==> src/rtl/mem_port_arbiter_if.sv <==
// Processor-side and memory-side signals of the shared memory port.
// The arbiter connects through the slave modport; the environment uses the master modport.
interface mem_port_arbiter_if #(
    parameter int WORD_SIZE = 16,
    parameter int ADDR_BITS = 16
);
    logic                 DReadReq;
    logic                 DWriteReq;
    logic [ADDR_BITS-1:0] DAddr;
    logic [WORD_SIZE-1:0] DWData;
    logic [WORD_SIZE-1:0] DRData;
    logic                 DataDone;
    logic                 IReq;
    logic [ADDR_BITS-1:0] IAddr;
    logic [WORD_SIZE-1:0] IData;
    logic                 IValid;
    logic [ADDR_BITS-1:0] MemAddr;
    logic [WORD_SIZE-1:0] MemWData;
    logic                 MemRead;
    logic                 MemWrite;
    logic [WORD_SIZE-1:0] MemRData;

    modport slave (
        input  DReadReq, DWriteReq, DAddr, DWData, IReq, IAddr, MemRData,
        output DRData, DataDone, IData, IValid, MemAddr, MemWData, MemRead, MemWrite
    );

    modport master (
        output DReadReq, DWriteReq, DAddr, DWData, IReq, IAddr, MemRData,
        input  DRData, DataDone, IData, IValid, MemAddr, MemWData, MemRead, MemWrite
    );
endinterface

==> src/rtl/mem_port_arbiter.sv <==
// Arbitrates one fixed-latency single-ported memory between instruction fetch and data
// accesses; data is favoured, but a starvation counter forces a fetch through.
module mem_port_arbiter #(
    parameter int WORD_SIZE    = 16,
    parameter int ADDR_BITS    = 16,
    parameter int MEM_LATENCY  = 1,
    parameter int STARVE_LIMIT = 4
) (
    input  logic                Clock,
    input  logic                Reset,
    mem_port_arbiter_if.slave   bus
);
    localparam logic [2:0] LAT_LAST   = 3'(MEM_LATENCY);
    localparam logic [3:0] STARVE_MAX = 4'(STARVE_LIMIT);

    typedef enum logic {
        ST_IDLE,
        ST_WAIT
    } state_t;

    typedef enum logic [1:0] {
        OWN_NONE,
        OWN_D,
        OWN_I
    } owner_t;

    state_t               state_q, state_d;
    owner_t               owner_q, owner_d;
    logic [2:0]           lat_cnt_q, lat_cnt_d;
    logic [3:0]           starve_cnt_q, starve_cnt_d;
    logic [ADDR_BITS-1:0] addr_q, addr_d;
    logic [WORD_SIZE-1:0] wdata_q, wdata_d;
    logic                 dread_q, dread_d;
    logic [WORD_SIZE-1:0] drdata_q, drdata_d;

    logic data_req;
    logic starved;
    logic complete;
    logic grant_d;
    logic grant_i;

    assign data_req = bus.DReadReq | bus.DWriteReq;
    assign starved  = bus.IReq && (starve_cnt_q == STARVE_MAX);
    assign complete = (state_q == ST_WAIT) && (lat_cnt_q == LAT_LAST);

    always_ff @(posedge Clock or posedge Reset) begin
        if (Reset) begin
            state_q      <= ST_IDLE;
            owner_q      <= OWN_NONE;
            lat_cnt_q    <= '0;
            starve_cnt_q <= '0;
            addr_q       <= '0;
            wdata_q      <= '0;
            dread_q      <= 1'b0;
            drdata_q     <= '0;
        end else begin
            state_q      <= state_d;
            owner_q      <= owner_d;
            lat_cnt_q    <= lat_cnt_d;
            starve_cnt_q <= starve_cnt_d;
            addr_q       <= addr_d;
            wdata_q      <= wdata_d;
            dread_q      <= dread_d;
            drdata_q     <= drdata_d;
        end
    end

    always_comb begin
        state_d      = state_q;
        owner_d      = owner_q;
        lat_cnt_d    = lat_cnt_q;
        starve_cnt_d = starve_cnt_q;
        addr_d       = addr_q;
        wdata_d      = wdata_q;
        dread_d      = dread_q;
        drdata_d     = drdata_q;
        grant_d      = 1'b0;
        grant_i      = 1'b0;

        bus.MemAddr  = addr_q;
        bus.MemWData = wdata_q;
        bus.MemRead  = 1'b0;
        bus.MemWrite = 1'b0;
        bus.IData    = '0;
        bus.IValid   = 1'b0;
        bus.DataDone = 1'b1;

        case (state_q)
            ST_IDLE: begin
                bus.DataDone = !data_req;
                // No grant may be issued while reset is held, since the strobes must stay low.
                if (!Reset) begin
                    if (data_req && !starved) begin
                        grant_d = 1'b1;
                    end else if (bus.IReq) begin
                        grant_i = 1'b1;
                    end
                end

                if (grant_d) begin
                    bus.MemAddr  = bus.DAddr;
                    bus.MemWData = bus.DWData;
                    bus.MemWrite = bus.DWriteReq;
                    bus.MemRead  = bus.DReadReq & ~bus.DWriteReq;
                    addr_d       = bus.DAddr;
                    wdata_d      = bus.DWData;
                    dread_d      = bus.DReadReq & ~bus.DWriteReq;
                    owner_d      = OWN_D;
                    lat_cnt_d    = 3'd1;
                    state_d      = ST_WAIT;
                    if (!bus.IReq) begin
                        starve_cnt_d = '0;
                    end else if (starve_cnt_q != STARVE_MAX) begin
                        starve_cnt_d = starve_cnt_q + 4'd1;
                    end
                end else if (grant_i) begin
                    bus.MemAddr  = bus.IAddr;
                    bus.MemRead  = 1'b1;
                    addr_d       = bus.IAddr;
                    owner_d      = OWN_I;
                    lat_cnt_d    = 3'd1;
                    state_d      = ST_WAIT;
                    starve_cnt_d = '0;
                end
            end

            ST_WAIT: begin
                if (complete) begin
                    state_d   = ST_IDLE;
                    owner_d   = OWN_NONE;
                    lat_cnt_d = '0;
                    if (owner_q == OWN_D) begin
                        bus.DataDone = 1'b1;
                        if (dread_q) begin
                            drdata_d = bus.MemRData;
                        end
                    end else begin
                        bus.IData    = bus.MemRData;
                        bus.IValid   = 1'b1;
                        bus.DataDone = !data_req;
                    end
                end else begin
                    lat_cnt_d    = lat_cnt_q + 3'd1;
                    bus.DataDone = (owner_q == OWN_D) ? 1'b0 : !data_req;
                end
            end

            default: begin
                state_d = ST_IDLE;
            end
        endcase

        if (Reset) begin
            bus.DataDone = 1'b1;
        end
    end

    assign bus.DRData = drdata_q;

endmodule

==> src/flat_wrapper.sv <==
// flat-port wrapper written by rule: the top's interface ports become plain ports
module mem_port_arbiter_flat 
#(
    parameter int WORD_SIZE    = 16,
    parameter int ADDR_BITS    = 16,
    parameter int MEM_LATENCY  = 1,
    parameter int STARVE_LIMIT = 4
)
  (Clock, Reset, bus_DReadReq, bus_DWriteReq, bus_DAddr, bus_DWData, bus_IReq, bus_IAddr, bus_MemRData, bus_DRData, bus_DataDone, bus_IData, bus_IValid, bus_MemAddr, bus_MemWData, bus_MemRead, bus_MemWrite);
  mem_port_arbiter_if #(.WORD_SIZE(WORD_SIZE), .ADDR_BITS(ADDR_BITS)) bus_i ();
  input  logic Clock;
  input  logic Reset;
  input wire logic [$bits(bus_i.DReadReq)-1:0] bus_DReadReq;
  input wire logic [$bits(bus_i.DWriteReq)-1:0] bus_DWriteReq;
  input wire logic [$bits(bus_i.DAddr)-1:0] bus_DAddr;
  input wire logic [$bits(bus_i.DWData)-1:0] bus_DWData;
  input wire logic [$bits(bus_i.IReq)-1:0] bus_IReq;
  input wire logic [$bits(bus_i.IAddr)-1:0] bus_IAddr;
  input wire logic [$bits(bus_i.MemRData)-1:0] bus_MemRData;
  output wire logic [$bits(bus_i.DRData)-1:0] bus_DRData;
  output wire logic [$bits(bus_i.DataDone)-1:0] bus_DataDone;
  output wire logic [$bits(bus_i.IData)-1:0] bus_IData;
  output wire logic [$bits(bus_i.IValid)-1:0] bus_IValid;
  output wire logic [$bits(bus_i.MemAddr)-1:0] bus_MemAddr;
  output wire logic [$bits(bus_i.MemWData)-1:0] bus_MemWData;
  output wire logic [$bits(bus_i.MemRead)-1:0] bus_MemRead;
  output wire logic [$bits(bus_i.MemWrite)-1:0] bus_MemWrite;
  assign bus_i.DReadReq = bus_DReadReq;
  assign bus_i.DWriteReq = bus_DWriteReq;
  assign bus_i.DAddr = bus_DAddr;
  assign bus_i.DWData = bus_DWData;
  assign bus_i.IReq = bus_IReq;
  assign bus_i.IAddr = bus_IAddr;
  assign bus_i.MemRData = bus_MemRData;
  assign bus_DRData = bus_i.DRData;
  assign bus_DataDone = bus_i.DataDone;
  assign bus_IData = bus_i.IData;
  assign bus_IValid = bus_i.IValid;
  assign bus_MemAddr = bus_i.MemAddr;
  assign bus_MemWData = bus_i.MemWData;
  assign bus_MemRead = bus_i.MemRead;
  assign bus_MemWrite = bus_i.MemWrite;
  mem_port_arbiter #(.WORD_SIZE(WORD_SIZE), .ADDR_BITS(ADDR_BITS), .MEM_LATENCY(MEM_LATENCY), .STARVE_LIMIT(STARVE_LIMIT)) u_core (.Clock(Clock), .Reset(Reset), .bus(bus_i));
endmodule
==> config.mk <==
export PLATFORM = sky130hd
export DESIGN_NAME = mem_port_arbiter_flat
export DESIGN_NICKNAME = d
export VERILOG_FILES = /design/src/rtl/mem_port_arbiter_if.sv /design/src/rtl/mem_port_arbiter.sv /design/src/flat_wrapper.sv
export SDC_FILE = /design/constraint.sdc
export NUM_CORES = 1
export LEC_CHECK = 0
export CAP_MARGIN = 20
export CORE_MARGIN = 2
export CORE_UTILIZATION = 30
export CTS_BUF_LIST = sky130_fd_sc_hd__clkbuf_4
export CTS_CLUSTER_SIZE = 14
export DETAILED_ROUTE_END_ITERATION = 10
export GPL_TIMING_DRIVEN = 1
export MAX_ROUTING_LAYER = met4
export PLACE_DENSITY = 0.7
export SLEW_MARGIN = 5
export SYNTH_ARGS = -nofsm -noshare
export SYNTH_HDL_FRONTEND = slang
export SYNTH_SLANG_ARGS = --single-unit
==> constraint.sdc <==
create_clock -name Clock -period 4.8 [get_ports Clock]
set_clock_uncertainty 0.15 [all_clocks]
set_input_delay 0.96 -clock Clock [delete_from_list [all_inputs] [get_ports Clock]]
set_output_delay 0.96 -clock Clock [all_outputs]
set_load 0.02 [all_outputs]
Word level (Yosys, flattened, before mapping)
Index checks and enable logic that the tools add are counted.

storage, ports and cells
  input bits = 69
  flip-flop bits (word level) = 59

operators by class
  mux-type cells = 43
  bitwise gates (word level) = 4
  eq/ne operators = 7
  reductions and logical operators = 10
  $add $sub $neg = 2

operator list
  operator                                                               count
  16-bit two-way mux                                                     8
  1-bit two-way mux                                                      21
  4-bit two-way mux                                                      4
  3-bit two-way mux                                                      3
  2-bit two-way mux                                                      3
  3-bit one-hot mux with 2 select lines                                  1
  4-bit by 1-bit adder with 4-bit output, second input constant          1
  4-bit by 3-bit equality test with 1-bit output, second input constant  1
  4-bit by 3-bit != test with 1-bit output, second input constant        1
  1-bit one-hot mux with 2 select lines                                  2
  2-bit one-hot mux with 2 select lines                                  1
  2-bit AND reduction                                                    2
  4-bit AND reduction                                                    1
  3-bit by 1-bit adder with 3-bit output, second input constant          1
  3-bit by 1-bit equality test with 1-bit output, second input constant  1
  1-bit logical AND                                                      3
  3-bit by 1-bit != test with 1-bit output, second input constant        1
  3-bit != test, second input constant                                   1
  3-bit AND reduction                                                    1
  2-bit by 1-bit equality test with 1-bit output, second input constant  1
  1-bit zero test                                                        2
  2-bit != test, second input constant                                   1
  1-bit NOT                                                              2
  2-bit nonzero test                                                     1
  2 further kinds                                                        2

Logic depth before layout (Yosys ltp)
  depth after elaboration = 10
  mapped depth = 7

Worst setup path before layout
OpenSTA, ideal clock, no wires.

  path kind = input to output
  start point = input Reset
  end point = output bus_DataDone
  arrival = 2861 ps
  data required time = 3690 ps
  stages = 2
  setup slack = 829 ps
  cell sequence = inv_1 -> o21ai_0

on the way
  longest elaborated chain between the ends = 1

ends and longest elaborated chain
  item               RTL line                 RTL
  start, declared    flat_wrapper.sv:12       input logic Reset;
  1-bit two-way mux  mem_port_arbiter.sv:153  if (Reset) begin
  end, declared      flat_wrapper.sv:21       output wire logic [$bits(bus_i.DataDone)-1:0] bus_DataDone;

Every way passes these cells.

Worst setup path in the final report
  start point = input bus_IReq
  end point = output bus_MemAddr[4]

on the way
  longest elaborated chain between the ends = 9
  elaborated cells between the ends (all ways) = 13
  classes of those cells = 10 x mux; 3 x reduce/logical

ends and longest elaborated chain
  item                  RTL line                 RTL
  start, declared       flat_wrapper.sv:17       input wire logic [$bits(bus_i.IReq)-1:0] bus_IReq;
  1-bit logical AND     mem_port_arbiter.sv:43   assign starved = bus.IReq && (starve_cnt_q == STARVE_MAX);
  1-bit zero test       mem_port_arbiter.sv:93   if (data_req && !starved) begin
  1-bit logical AND     mem_port_arbiter.sv:93
  1-bit two-way mux     mem_port_arbiter.sv:93
  1-bit two-way mux     mem_port_arbiter.sv:92   if (!Reset) begin
  1-bit two-way mux     mem_port_arbiter.sv:88   case (state_q)
  16-bit two-way mux    --
  16-bit two-way mux *  mem_port_arbiter.sv:100  if (grant_d) begin
  16-bit two-way mux *  --
  end, declared         flat_wrapper.sv:24       output wire logic [$bits(bus_i.MemAddr)-1:0] bus_MemAddr;

Every way passes the cells marked *; elsewhere a longest branch is shown, timed or not. The select of a mux whose other input is x is not followed.

==> metrics.cfg <==
[worst_setup_path]
worst_ep_required_time_ps = 3690
setup.worst_path.end = bus_MemAddr[4]
r2r_cells = 5
crit_fanout = 18
startpoint = bus_IReq
r2r_slack_ps = 2410
arrival_ps = 3270
start_kind = primary input
reg2reg_to = u_core.bus.DRData[1]
path_class = in -> out
reg2reg_from = u_core.lat_cnt_q[1]
cp-end-kind = output port

[synthesis]
synth_mux_area_share_pct = 14.3
synth_edf_count = 0
ys.warnings.count = 0
synth_area_per_cell_sq_um = 11.7
synth_xor_area_share_pct = 0.307
synth_top_family_by_area = simple AND/OR/NAND/NOR gates
synth_compound_area_share_pct = 11.4
synth-simple-area-share_pct = 16.1
synth_cell_types = 41
synthFlopType = dfrtp_1
syn-cell-area_sq_um = 2850
synth_nets = 317
synthAdderAreaFrac_pct = 1.76
ys_async_sr_fraction_pct = 100
yosys.area.top_type = dfrtp_1
synthTopCellsByArea = dfrtp_1 52%, mux2_2 8.7%, mux2_4 5.3%
synth_top_area_share_pct = 51.8
netlist_instances = 244
ys_seq_area_share_pct = 51.8
synth_most_common_cell = dfrtp_1
yosys-top-cells-count = 59 x dfrtp_1, 22 x mux2_2, 22 x o21ai_0
synth-seq-cells = 59

[route]
routed_wl_mm = 7.87
detail-route-antenna-nets = 0
drc_errors = 0
drt_iter0_markers = 107
first_pass_iters = 4
dr_total_vias = 2482
wl_per_cell_microns = 15.3
viasPerCell = 4.82

[global_route]
first_global_vias = 2512
antenna_found_initial = 0
gr-usage-all-layers_pct = 16.5
grt_start_max_net_pins = 60
grt_pass1_wl_mm = 12.8
grt_overflow = 0

[sta]
slew_headroom_pct = 31.9
period_needed_ps = 4380
fmax_ghz = 0.228
finalSetupViolations = 0
hold_slack_ps = 354
slew_violations = 0
setup_slack_ps = 418
hold_viol_final = 0
tightestPinTransition_ps = 1020
rsz0062_at_grt = false
period_share_pct = 91.3
final.setup.tns_ps = 0

[worst_hold_path]
holdCritPathClass = reg -> reg

[place]
dp_slack_ps = 414
gp_congestion = 0.763
port_buffers = 136
hpwl_mm = 5.63

[cells_and_area]
antenna_cells = 0
nNetsFinal = 456
syn2layout_area_growth_pct = 56.7
drive_gt1_share_pct = 16.3
fin_util_pct = 48.4
fillers = 852

[pwr]
intPower_mw = 1.62
leakagePower_nw = 1.79
vdd_ir_drop_max_mv = 0.323
pwr-share-seq_pct = 31.2
netSwitchingPower_mw = 1.02
clock_power_share_pct = 12.5
p_comb_share_pct = 56.4
power-per-cell-area_nw_per_um2 = 591
sw_frac_of_total_pct = 38.5

[floorplanning]
rows = 35
start_util_pct = 30.9
die_w_microns = 101
core_region_area_sq_um = 9240
fp.dieArea_sq_um = 10300
fp.dieH_microns = 101
io_pins = 137

[clock_tree]
clk_pin_slew_worst_paths_ps = 80
h-tree-depth = 3
cts.path.max_buffers = 2
post_cts_buffers = 0
cts_hold_buf = 0
cts_resized = 0
clkLatencyLatePin_ps = 390
clock-sinks = 59
root_buffer = clkbuf_4
cts_tree = done
cts_buffers = 9

[run]
maxCapViolCount = 0

[outcome]
status = finished clean

## worst min path at each step
stage                                 from                endpoint  slack [ps]  cells after the start
finish                   u_core.wdata_q[7]       u_core.wdata_q[7]         350                      1
floorplan           u_core.starve_cnt_q[3]  u_core.starve_cnt_q[3]         340                      1
detailed placement       u_core.wdata_q[3]       u_core.wdata_q[3]         330                      1
global placement        u_core.wdata_q[14]      u_core.wdata_q[14]         330                      1
CTS                      u_core.wdata_q[7]       u_core.wdata_q[7]         360                      1
global route             u_core.wdata_q[7]       u_core.wdata_q[7]         370                      1
## cell usage in the layout, fill, tap and decap left out, types with 2 or more instances in the layout
cell type and n:
and2_1 17, inv_1 5, nand3b_1 2, ha_1 4, o211ai_1 17, o2bb2ai_1 2, mux2_2 22, dfrtp_1 59
clkdlybuf4s50_1 136, nand3_1 2, clkbuf_4 10, nor2_1 2, clkinv_2 2, nand2b_1 2, o21ai_0 22, nand4_1 17
nand2_1 18, a32o_1 3, mux2_4 10, or2_1 2, buf_4 10
## stage by stage
| step | cells | instance area, sq um | total power, mW |
|---|---|---|---|
| after floorplan | 244 | 2850 | 1.67 |
| after global placement | 501 | 4350 | 2.30 |
| after detailed placement | 501 | 4350 | 2.33 |
| after CTS | 515 | 4470 | 2.68 |
| after global routing | 515 | 4470 | 2.82 |
| final | 515 | 4470 | 2.64 |
## sequential cells by signal (all words and copies together), names as in the netlist
register / count
u_core.addr_q: 16
u_core.bus.DRData: 16
u_core.wdata_q: 16
u_core.starve_cnt_q: 4
u_core.lat_cnt_q: 3
u_core.owner_q: 2
u_core.dread_q: 1
u_core.state_q: 1
## logic make-up (layout without fill, tap and decap cells)
logic type	after synthesis	in the layout
simple gates	74	74
flops	59	59
compound gates	49	49
mux	33	33
buf+inv	24	166
fa+ha+maj	4	4
xor+xnor	1	1
## power groups by stage
stage	sequential (mW)	clock (mW)	combinational (mW)
5_1_grt	0.852	0.376	1.60
4_1_cts	0.825	0.350	1.51
3_3_place_gp	0.825	0	1.48
3_5_place_dp	0.834	0	1.50
6_report	0.823	0.330	1.49
2_1_floorplan	0.874	0	0.793
## worst max-delay path, cell delays in order
cell	delay [ps]
clkdlybuf4s50_1	570
nand4b_1	250
and2_1	490
o211ai_1	340
clkdlybuf4s50_1	660
## routing by layer
metal	global-route usage, %	vias to the layer above	wire [microns]
met5	-	-	0
met4	3.43	0	35
met3	5.80	4	383
met2	26.1	81	4030
met1	20.6	1234	3420
li1	-	1163	-
## layout make-up
type	count	area, sq um	area share, %
timing repair buffer	146	1440	32.1
sequential	59	1480	33.0
tap	129	161	3.61
inverter	6	22.5	0.504
clock inverter	4	43.8	0.980
clock buffer	10	75.1	1.68
multi-input combinational	161	1250	28.1
Power figures use the tool's default switching activity.
